`config.mk`:
```
export PLATFORM = sky130hd
export DESIGN_NAME = seg7_scan_ctrl
export DESIGN_NICKNAME = d
export VERILOG_FILES = /design/src/rtl/seg7_pkg.sv /design/src/rtl/seg7_decoder.sv /design/src/rtl/seg7_scan_ctrl.sv
export SDC_FILE = /design/constraint.sdc
export NUM_CORES = 1
export LEC_CHECK = 0
export ABC_AREA = 1
export CORE_ASPECT_RATIO = 0.7
export CORE_MARGIN = 3
export CORE_UTILIZATION = 50
export DETAILED_ROUTE_END_ITERATION = 8
export GPL_TIMING_DRIVEN = 0
export PLACE_DENSITY = 0.73
export SYNTH_ARGS = -nofsm -noshare
export SYNTH_HDL_FRONTEND = slang
export SYNTH_SLANG_ARGS = --single-unit
```
`constraint.sdc`:
```
create_clock -name clk -period 2.4 [get_ports clk]
set_input_delay 0.48 -clock clk [delete_from_list [all_inputs] [get_ports clk]]
set_output_delay 0.48 -clock clk [all_outputs]
set_load 0.01 [all_outputs]
```
`src/rtl/seg7_pkg.sv`:
```
// Shared types and segment patterns for the 7-segment scan controller.
// Patterns are active-high {g,f,e,d,c,b,a}; polarity is applied at the pins.
package seg7_pkg;

  typedef enum logic {
    BLANK = 1'b0,
    DRIVE = 1'b1
  } scan_state_t;

  localparam logic [6:0] SEG_LUT [16] = '{
    7'b0111111, // 0
    7'b0000110, // 1
    7'b1011011, // 2
    7'b1001111, // 3
    7'b1100110, // 4
    7'b1101101, // 5
    7'b1111101, // 6
    7'b0000111, // 7
    7'b1111111, // 8
    7'b1101111, // 9
    7'b1110111, // A
    7'b1111100, // b
    7'b0111001, // C
    7'b1011110, // d
    7'b1111001, // E
    7'b1110001  // F
  };

  function automatic logic [6:0] hex_to_seg(
    input logic [3:0] nib
  );
    return SEG_LUT[nib];
  endfunction

endpackage

```
`src/rtl/seg7_decoder.sv`:
```
// Hex nibble to active-high 7-segment pattern.
// Purely combinational; one instance sits on the muxed digit nibble.
module seg7_decoder
  import seg7_pkg::*;
(
  input  logic [3:0] nib_i,
  output logic [6:0] seg_o
);

  // table lookup through the shared helper
  always_comb begin
    seg_o = hex_to_seg(nib_i);
  end

endmodule

```
`src/rtl/seg7_scan_ctrl.sv`:
```
// Time-multiplexed scan controller for a common-anode N-digit display.
// Double-buffered value, blank gap between digits, leading-zero blanking.
module seg7_scan_ctrl
  import seg7_pkg::*;
#(
  parameter int N_DIGITS       = 4,
  parameter int DWELL_TICKS    = 1,
  parameter int BLANK_CYCLES   = 270,
  parameter bit SEG_ACTIVE_LOW = 1'b1,
  parameter bit AN_ACTIVE_LOW  = 1'b1
) (
  input  logic                  clk,
  input  logic                  n_reset,
  input  logic                  tick_i,
  input  logic [4*N_DIGITS-1:0] value_i,
  input  logic                  load_i,
  input  logic                  blank_lz_i,
  output logic                  load_ack_o,
  output logic                  frame_o,
  output logic [N_DIGITS-1:0]   an_o,
  output logic [6:0]            seg_o
);

  localparam int IW = $clog2(N_DIGITS);
  localparam int BW =
    (BLANK_CYCLES > 1) ? $clog2(BLANK_CYCLES) : 1;
  localparam int DW =
    (DWELL_TICKS > 1) ? $clog2(DWELL_TICKS) : 1;

  localparam logic [IW-1:0] IDX_LAST =
    IW'(N_DIGITS - 1);
  localparam logic [BW-1:0] BLK_LAST =
    BW'(BLANK_CYCLES - 1);
  localparam logic [DW-1:0] DWL_LAST =
    DW'(DWELL_TICKS - 1);

  localparam logic [N_DIGITS-1:0] AN_OFF =
    {N_DIGITS{AN_ACTIVE_LOW}};
  localparam logic [6:0] SEG_OFF =
    {7{SEG_ACTIVE_LOW}};

  scan_state_t state_q, state_d;

  logic [IW-1:0] idx_q, idx_d;
  logic [BW-1:0] blk_q, blk_d;
  logic [DW-1:0] dwl_q, dwl_d;

  logic [N_DIGITS-1:0] an_q, an_d;
  logic [6:0]          seg_q, seg_d;
  logic                frame_q, frame_d;
  logic                ack_q, ack_d;

  logic [4*N_DIGITS-1:0] shadow_q;
  logic [4*N_DIGITS-1:0] active_q;
  logic                  pending_q;
  logic                  commit;

  logic [3:0]          nib;
  logic [6:0]          seg_pat;
  logic [N_DIGITS-1:0] sel;
  logic                hide;
  logic                run_zero;

  // pick the current digit's nibble and anode
  always_comb begin
    nib = '0;
    sel = '0;
    for (int k = 0; k < N_DIGITS; k++) begin
      if (idx_q == IW'(k)) begin
        nib    = active_q[4*k +: 4];
        sel[k] = 1'b1;
      end
    end
  end

  // suppress digit k>=1 when it and all digits above are zero
  always_comb begin
    hide     = 1'b0;
    run_zero = 1'b1;
    for (int k = N_DIGITS - 1; k >= 0; k--) begin
      run_zero = run_zero &
                 (active_q[4*k +: 4] == 4'h0);
      if (idx_q == IW'(k) && k != 0) begin
        hide = blank_lz_i & run_zero;
      end
    end
  end

  seg7_decoder u_dec (
    .nib_i (nib),
    .seg_o (seg_pat)
  );

  // scan state register
  always_ff @(posedge clk or negedge n_reset) begin
    if (!n_reset) begin
      state_q <= BLANK;
      idx_q   <= '0;
      blk_q   <= '0;
      dwl_q   <= '0;
    end else begin
      state_q <= state_d;
      idx_q   <= idx_d;
      blk_q   <= blk_d;
      dwl_q   <= dwl_d;
    end
  end

  // next state and next registered pin values
  always_comb begin
    state_d = state_q;
    idx_d   = idx_q;
    blk_d   = blk_q;
    dwl_d   = dwl_q;
    an_d    = an_q;
    seg_d   = seg_q;
    frame_d = 1'b0;
    ack_d   = 1'b0;
    commit  = 1'b0;
    unique case (state_q)
      BLANK: begin
        if (blk_q == BLK_LAST) begin
          blk_d   = '0;
          state_d = DRIVE;
          an_d    = hide ? AN_OFF : (AN_OFF ^ sel);
          seg_d   = hide ? SEG_OFF : (seg_pat ^ SEG_OFF);
        end else begin
          blk_d = blk_q + 1'b1;
        end
      end
      DRIVE: begin
        if (tick_i) begin
          if (dwl_q == DWL_LAST) begin
            dwl_d   = '0;
            state_d = BLANK;
            an_d    = AN_OFF;
            seg_d   = SEG_OFF;
            if (idx_q == IDX_LAST) begin
              idx_d   = '0;
              frame_d = 1'b1;
              commit  = pending_q;
              ack_d   = pending_q;
            end else begin
              idx_d = idx_q + 1'b1;
            end
          end else begin
            dwl_d = dwl_q + 1'b1;
          end
        end
      end
      default: begin
        state_d = BLANK;
      end
    endcase
  end

  // registered outputs
  always_ff @(posedge clk or negedge n_reset) begin
    if (!n_reset) begin
      an_q    <= AN_OFF;
      seg_q   <= SEG_OFF;
      frame_q <= 1'b0;
      ack_q   <= 1'b0;
    end else begin
      an_q    <= an_d;
      seg_q   <= seg_d;
      frame_q <= frame_d;
      ack_q   <= ack_d;
    end
  end

  // shadow/active double buffer; a boundary load waits a frame
  always_ff @(posedge clk or negedge n_reset) begin
    if (!n_reset) begin
      shadow_q  <= '0;
      active_q  <= '0;
      pending_q <= 1'b0;
    end else begin
      if (commit) begin
        active_q <= shadow_q;
      end
      if (load_i) begin
        shadow_q  <= value_i;
        pending_q <= 1'b1;
      end else if (commit) begin
        pending_q <= 1'b0;
      end
    end
  end

  assign an_o       = an_q;
  assign seg_o      = seg_q;
  assign frame_o    = frame_q;
  assign load_ack_o = ack_q;

endmodule

```
==> flow_summary.json <==
{
  "setup.worst_path.end_class": "flip-flop",
  "timing.fmax_mhz": 482,
  "pre_cts_ws_ns": 0.320,
  "dieArea_mm2": 0.00672,
  "path_depth": 14,
  "clk_latency_ns": 0.34,
  "slew_viol_final": 0,
  "grt_antenna_before_repair": 0,
  "grt_start_max_net_pins": 41,
  "leakagePower_nw": 1.70,
  "port_buffers": 33,
  "vdd.ir_drop.worst_mv": 0.374,
  "clock-sinks": 58,
  "syn-cell-area_mm2": 0.00288,
  "clk_pin_slew_ns": 0.07,
  "synth-seq-cells": 58,
  "via_count": 2189,
  "fin_total_pwr_mw": 2.67,
  "drive_gt1_share_pct": 16.5,
  "initial_core_util_pct": 53.4,
  "die_x_um": 96.7,
  "cts_tree": "built",
  "setup.worst_path.class": "flip-flop to flip-flop",
  "slowest_stage": "dfrtp_1",
  "ys_seq_area_share_pct": 50.9,
  "htree_num_levels": 3,
  "first_pass_iters": 5,
  "layoutNonFillerInstCount": 460,
  "rsz0062_at_grt": "no",
  "place_hpwl_mm": 4.04,
  "boundaryPins": 34,
  "finalHoldViolCount": 0,
  "final_nets": 413,
  "start_kind": "flip-flop",
  "synthCells": 338,
  "rows": 22,
  "core_area_mm2": 0.00540,
  "final_util_pct": 65.2,
  "cp_common_cell": "nand2_1",
  "grt_usage_pct": 18.1,
  "placed_cells": 444,
  "cap_violations": 0,
  "syn_avg_cell_area_um2": 8.52,
  "cp_data_arrival_time_ns": 2.35,
  "root_buffer": "clkbuf_8",
  "final_common_cell": "nand2_1",
  "antenna_cells": 0,
  "min_period_over_period_pct": 86.5,
  "syn2layout_area_growth_pct": 22.2,
  "wirelength_mm": 5.50,
  "setup_violations": 0,
  "grt_pass1_vias": 2108,
  "critPathBufInv": 3,
  "yosysUniqueCellTypes": 31,
  "max-slew-margin-rel_pct": 68.7,
  "overflow": 0,
  "wire_per_inst_um": 12.0,
  "status": "finished clean",
  "fp.dieH_um": 69.5,
  "drtIter0Drc": 127,
  "power.density_mw_per_mm2": 759,
  "crit_family": "simple AND/OR/NAND/NOR gates",
  "layout_setup_ws_ns": 0.325,
  "cts_setup_buffers": 0,
  "cp_slowest_stage_delay_ns": 0.40,
  "cts_max_path_buffers": 2,
  "tns_ns": 0,
  "path_max_fanout": 10,
  "via_per_inst": 4.76,
  "route.antenna.remaining_nets": 0,
  "finClkSkew_ns": 0.00994,
  "final_cell_mix": "nand2_1, dfrtp_1, inv_1, o21ai_0, clkdlybuf4s50_1",
  "gp_congestion": 0.802,
  "synthesis.nets": 368,
  "drcViolationCount": 0,
  "reg2reg_depth": 14,
  "cts_resized": 0,
  "holdBufCountCts": 0,
  "hold_path_class": "primary input to async pin",
  "numCtsBuffers": 9,
  "required_ns": 2.67,
  "ys_warn_count": 0,
  "grt_first_pass_wirelength_mm": 9.86,
  "min_period_ns": 2.07,
  "crit_chain": "inv_1 -> ha_1 -> buf_4 -> a21oi_1 -> nand2_1 -> nand2_1 -> nand2_4 -> clkinv_2 -> ha_1 -> a21oi_2 -> nand2_1 -> nand2_1 -> nor2_1 -> nor2_1",
  "worstMarginPinSlew_ns": 0.470
}
## layer usage
layer / global-route usage, % / vias to the layer above / share of wire [%]
li1: - / 1158 / -
met1: 25.2 / 977 / 53
met2: 26.5 / 52 / 42
met3: 5.73 / 2 / 5.2
met4: 6.54 / 0 / 0.35
met5: 0 / - / 0
## cell families after synthesis
group           count (synthesis)  share of synthesized area, %
simple gates                  140                          22.5
compound gates                 67                          13.6
xor+xnor                        2                         0.608
buf+inv                        62                          8.43
fa+ha+maj                       9                          3.91
flops                          58                          50.9
## final timing paths
check                               from     endpoint  slack (ns)
min in group clk                blk_q[8]     blk_q[8]        0.47
max in group asynchronous        n_reset  shadow_q[1]        1.77
worst min register to register  blk_q[8]     blk_q[8]        0.47
worst min-delay path             n_reset     blk_q[1]        0.08
worst max-delay path            idx_q[0]     seg_o[3]        0.33
worst max register to register  idx_q[0]     seg_o[3]        0.33
## where the power goes
part / switching [mW] / internal, mW
clock: 0.378 / 0.530
combinational: 0.361 / 0.226
sequential: 0.0814 / 1.09
total: 0.821 / 1.85
## flip-flops by register name, indices dropped and copies added, names as in the netlist
signal and count:
active_q 16, shadow_q 16, blk_q 9, seg_o 7, an_o 4, idx_q 2
frame_o 1, load_ack_o 1, pending_q 1, state_q 1
## worst reg2reg max path, stage by stage (launching register included)
cell,delay [ns]
dfrtp_1,0.40
inv_1,0.14
ha_1,0.19
buf_4,0.19
a21oi_1,0.06
nand2_1,0.08
nand2_1,0.09
nand2_4,0.10
clkinv_2,0.09
ha_1,0.29
a21oi_2,0.16
nand2_1,0.06
nand2_1,0.05
nor2_1,0.04
nor2_1,0.08
## metrics by stage
step	instance area, µm²	hold WS, ns
final	3520	0.0765
after global routing	3520	0.0878
after CTS	3520	0.0783
after detailed placement	3320	0.450
after global placement	3300	0.458
after floorplan	2880	0.184
## area by class of cell
| type | count | area, µm² |
|---|---|---|
| fill | 476 | 1880 |
| sequential | 58 | 1470 |
| multi-input combinational | 218 | 1170 |
| timing repair buffer | 34 | 345 |
| inverter | 53 | 200 |
| clock buffer | 11 | 151 |
| tap | 72 | 90.1 |
| clock inverter | 5 | 52.6 |
| buffer | 9 | 42.5 |
## Yosys cell counts
cell type	n	area, µm²
nand2_1	75	282
dfrtp_1	47	1180
inv_1	46	173
o21ai_0	36	180
nor2_1	25	93.8
a21oi_1	18	90.1
nand3_1	15	75.1
dfstp_2	11	289
ha_1	9	113
clkbuf_1	6	22.5
inv_2	6	22.5
nand2_4	6	67.6
a21oi_2	4	35.0
nand2_2	4	25.0
nand3_2	4	40.0
a21oi_4	3	48.8
nand4_1	3	18.8
buf_4	2	15.0
nor2_2	2	12.5
nor3_1	2	10.0
o21ai_1	2	10.0
or2_1	2	12.5
or2_2	2	12.5
a21o_1	1	7.51
buf_2	1	5.00
clkinv_2	1	5.00
o21a_1	1	7.51
o21bai_1	1	7.51
o22ai_1	1	6.26
xnor2_1	1	8.76
xor2_1	1	8.76
No activity file was read; power rests on OpenSTA's default activity.
